<file path="config.mk">
export PLATFORM = sky130hd
export DESIGN_NAME = multu_seq_ctrl
export DESIGN_NICKNAME = d
export VERILOG_FILES = /design/src/rtl/multu_seq_ctrl.sv
export SDC_FILE = /design/constraint.sdc
export NUM_CORES = 1
export LEC_CHECK = 0
export ABC_AREA = 1
export BUFFER_PORTS_ARGS = -buffer_cell sky130_fd_sc_hd__buf_4
export CORE_UTILIZATION = 48
export CTS_CLUSTER_SIZE = 12
export DETAILED_ROUTE_END_ITERATION = 8
export GPL_TIMING_DRIVEN = 0
export PLACE_DENSITY = 0.69
export RECOVER_POWER = 50
export SKIP_CTS_REPAIR_TIMING = 1
export SYNTH_ARGS = -nofsm -noshare
export SYNTH_HDL_FRONTEND = slang
export SYNTH_SLANG_ARGS = --single-unit
</file>
<file path="constraint.sdc">
create_clock -name clk -period 2.4 [get_ports clk]
set_clock_uncertainty 0.2 [all_clocks]
set_input_delay 0.36 -clock clk [delete_from_list [all_inputs] [get_ports clk]]
set_output_delay 0.36 -clock clk [all_outputs]
set_load 0.05 [all_outputs]
</file>
<file path="src/rtl/multu_seq_ctrl.sv">
// rtl/multu_seq_ctrl.sv - sequential unsigned multiply unit with Hi/Lo registers and pipeline interlock
// Define MULTU_ZERO_SKIP_EN to finish zero-operand multiplies in a single edge.
module multu_seq_ctrl #(
  parameter int WIDTH = 32
) (
  input  logic             clk,
  input  logic             rst,
  input  logic             start,
  input  logic [WIDTH-1:0] op_a,
  input  logic [WIDTH-1:0] op_b,
  input  logic             hilo_rd,
  input  logic             flush,
  output logic             busy,
  output logic             stall_req,
  output logic             done,
  output logic [WIDTH-1:0] hi_out,
  output logic [WIDTH-1:0] lo_out
);

  localparam int CW = (WIDTH > 1) ? $clog2(WIDTH) : 1;
  localparam logic [CW-1:0] LAST_CNT = CW'(WIDTH - 1);

  typedef enum logic [1:0] {
    IDLE = 2'd0,
    RUN  = 2'd1,
    DONE = 2'd2
  } state_e;

  state_e               state_q, state_d;
  logic [WIDTH-1:0]     mcand_q, mcand_d;
  logic [2*WIDTH-1:0]   prod_q, prod_d;
  logic [CW-1:0]        cnt_q, cnt_d;
  logic [WIDTH-1:0]     hi_q, hi_d;
  logic [WIDTH-1:0]     lo_q, lo_d;

  logic [WIDTH:0]       sum;
  logic [2*WIDTH-1:0]   prod_shift;
  logic                 accept;
  logic                 zero_op;

`ifdef MULTU_ZERO_SKIP_EN
  assign zero_op = (op_a == '0) || (op_b == '0);
`else
  assign zero_op = 1'b0;
`endif

  assign accept = start & ~flush;

  // Carry out of the add lands in the top bit after the right shift.
  always_comb begin
    sum        = {1'b0, prod_q[2*WIDTH-1:WIDTH]} + (prod_q[0] ? {1'b0, mcand_q} : '0);
    prod_shift = {sum, prod_q[WIDTH-1:1]};
  end

  always_comb begin
    state_d = state_q;
    mcand_d = mcand_q;
    prod_d  = prod_q;
    cnt_d   = cnt_q;
    hi_d    = hi_q;
    lo_d    = lo_q;
    case (state_q)
      IDLE, DONE: begin
        state_d = IDLE;
        if (accept) begin
          if (zero_op) begin
            state_d = DONE;
            hi_d    = '0;
            lo_d    = '0;
          end else begin
            state_d = RUN;
            mcand_d = op_a;
            prod_d  = {{WIDTH{1'b0}}, op_b};
            cnt_d   = '0;
          end
        end
      end
      RUN: begin
        if (flush) begin
          state_d = IDLE;
        end else begin
          prod_d = prod_shift;
          cnt_d  = cnt_q + 1'b1;
          if (cnt_q == LAST_CNT) begin
            hi_d    = prod_shift[2*WIDTH-1:WIDTH];
            lo_d    = prod_shift[WIDTH-1:0];
            state_d = DONE;
          end
        end
      end
      default: state_d = IDLE;
    endcase
  end

  always_ff @(posedge clk or negedge rst) begin
    if (!rst) begin
      state_q <= IDLE;
      mcand_q <= '0;
      prod_q  <= '0;
      cnt_q   <= '0;
      hi_q    <= '0;
      lo_q    <= '0;
    end else begin
      state_q <= state_d;
      mcand_q <= mcand_d;
      prod_q  <= prod_d;
      cnt_q   <= cnt_d;
      hi_q    <= hi_d;
      lo_q    <= lo_d;
    end
  end

  // DONE is deliberately not stalled so an mfhi/mflo there sees the new result.
  assign busy      = (state_q == RUN);
  assign done      = (state_q == DONE);
  assign stall_req = busy & (start | hilo_rd);
  assign hi_out    = hi_q;
  assign lo_out    = lo_q;

endmodule

</file>
==> results.txt <==
status: complete, but fails checks
failing checks: hold timing, setup timing
DP HPWL: 19,070 um
cts bufs inserted: 17
WL final: 28,470 um
Final ANT Viol Nets: 0
first-pass GRT wire length: 41,390 um
final net count: 1,591
yosys warns: 0
share of layout cells above drive strength 1: 24.07%
drt wl/cell: 16.42 um
Diodes inserted: 0
sequential area share after synthesis: 45.23%
Slew Viols, Final: 0
GR Util All Layers: 27.05%
Setup Slack @ Placement: -595.4 ps
via count: 8,959
min setup slack post-route: -62.74 ps
Worst Min Path Start: op_b[28]
Max Cap Viol: 0
Final Hold Fails: 14
RSZ-0062 raised after global routing: yes
r2r startpoint: prod_q[0]
Reg clk slew, reported paths: 80 ps
Hold Path Class: in -> reg
post-synthesis area per instance: 7.280 sq um
peak supply drop: 0.4942 mV
Initial Utilization: 49.23%
GRT overflow: 0
crit path DAT: 2590 ps
CP max FO: 8
R2R cell count: 16
Clock Sinks: 167
drt pass-1 iters: 5
most common cell after layout, fill and taps aside: nand2_1
initial antenna violation count: 0
Final setup viols: 17
CP Class: reg -> reg
Cell Rows: 50
Power Dens Cells: 866.9 nW/um^2
ys flop type: dfrtp_1
area grow syn2layout: 38.15%
Tightest Pin Transition: 1351 ps
crit end category: register
hold_ws: -21.94 ps
CP Launch Type: register
async set-reset flop share out of synthesis: 100.0%
top post-synthesis cells by area: dfrtp_1 45%, nand2_1 21%, inv_1 7.3%
synthesized area: 9239 sq um
#FFs+latches synth: 167
Lkg Pwr: 6.793 nW
fin crit share: 102.6%
Post-Synthesis Net Count: 1,373
hold path depth: 3
max frequency: 0.4061 GHz
r2r setup slk: -60 ps
die width: 140.7 um
most frequent cells in the layout: 451 x nand2_1, 167 x dfrtp_1, 166 x inv_1, 91 x buf_4, 84 x clkbuf_1
share of the synthesized area in the top cell type: 45.23%
cell count after synthesis: 1,269
Non-Filler Instances: 1,734
height of the die: 140.7 um
Placed Cells: 1,639
largest net degree at the start of global routing: 117
number of synthesized flops with an enable pin: 0
number of top-level pins: 136
Synth cell types: 34
worst skew pair latency: 450 ps
Slew headroom: 9.946%
die area: 19,810 sq um
Worst Hold End: prod_q[28]
Initial DRC Count: 563
clk root buf: clkbuf_16
vias in the first global route: 8,225
Avg Vias per Cell: 5.167
# port buffers: 135
area leader, netlist: dfrtp_1
CTS Buffer Depth: 2
DRC: 0
Worst EP required: 2530 ps
RD Place Congestion: 0.9250
CTS tree: done
CTS H-tree lvls: 4
utilization of the core after routing: 68.01%
worst r2r dst: hi_out[11]
Core Box Area: 18,770 sq um
final critical-path required period: 2463 ps
-- area by class of cell --
type / count / area, sq um
plain buffers: 44 / 274.0
clock buffers: 17 / 425.4
clock inverters: 15 / 217.7
fillers: 1606 / 6005
inverters: 188 / 715.7
multi-input cells: 870 / 5235
flip-flops and latches: 167 / 4179
well taps: 234 / 292.8
repair buffers: 199 / 1424
-- through the flow --
| stage | setup TNS, ps | instance area [sq um] | power, W |
|---|---|---|---|
| 2_1_floorplan | 0 | 9244 | 0.005655 |
| 3_3_place_gp | -47210 | 10550 | 0.006450 |
| 3_5_place_dp | -16580 | 10590 | 0.006507 |
| 4_1_cts | -17790 | 11230 | 0.009471 |
| 5_1_grt | -10740 | 12760 | 0.01163 |
| 6_report | -487.5 | 12760 | 0.01106 |
-- cell families (layout without fill, tap and decap cells) --
family | Yosys count | in the layout | share of synthesized area [%]
AOI/OAI and AO/OA | 150 | 150 | 9.169
xor gates and xnor gates | 13 | 13 | 1.232
adders and majority gates | 35 | 35 | 4.821
buffers and inverters | 232 | 463 | 10.09
DFF | 167 | 167 | 45.23
and+or+nand+nor | 672 | 672 | 29.46
-- synthesized netlist by cell type, types with 2 or more instances --
library cell and n:
a21oi_1 22, a22o_1 2, buf_2 11, buf_4 6, buf_6 3, clkbuf_1 24, dfrtp_1 167, ha_1 34
inv_1 180, inv_2 6, nand2_1 521, nand2_2 13, nand3_1 60, nand3_2 5, nand3b_1 5, nand4_1 3
nor2_1 53, nor3_1 7, o211ai_1 31, o21ai_0 71, o21ai_1 19, o21bai_1 3, xnor2_1 11, xor2_1 2
-- worst max-delay path, cell delays in order (launching register included) --
cell and delay (ps):
dfrtp_1 400, buf_12 160, buf_8 130, nand2_2 50, inv_2 40, ha_4 160
inv_4 50, fa_2 210, inv_2 50, nand3_2 60, nand3_2 100, nand3_2 110
nand3_4 130, buf_6 150, or2_4 230, nand3_2 60, nand2_1 50
-- registers in the layout, indices dropped and copies added, names as in the netlist --
signal	count
cnt_q	5
hi_out	32
lo_out	32
mcand_q	32
prod_q	64
state_q	2
-- worst max path at each step --
stage / endpoint / from / cells after the start
floorplan: hi_out[27] / prod_q[0] / 17
global placement: hi_out[27] / prod_q[0] / 13
detailed placement: hi_out[27] / prod_q[0] / 13
CTS: hi_out[27] / prod_q[0] / 13
global route: hi_out[11] / prod_q[0] / 16
finish: hi_out[11] / prod_q[0] / 16
-- per-layer routing --
metal	share of wire [%]	vias to the layer above	routed length, um	track usage [%]
li1	-	4373	-	-
met1	45	4303	12720	36.64
met2	48	238	13710	44.17
met3	5.2	45	1489	5.707
met4	1.9	0	552	6.979
met5	0	-	0	0
-- where the power goes --
part	total [W]	internal [W]	switching, W
Combinational	0.00448	0.00189	0.00259
Clock	0.00295	0.00153	0.00142
Sequential	0.00363	0.00328	0.000352
Total	0.0111	0.00670	0.00436
No activity file was read; power rests on OpenSTA's default activity.
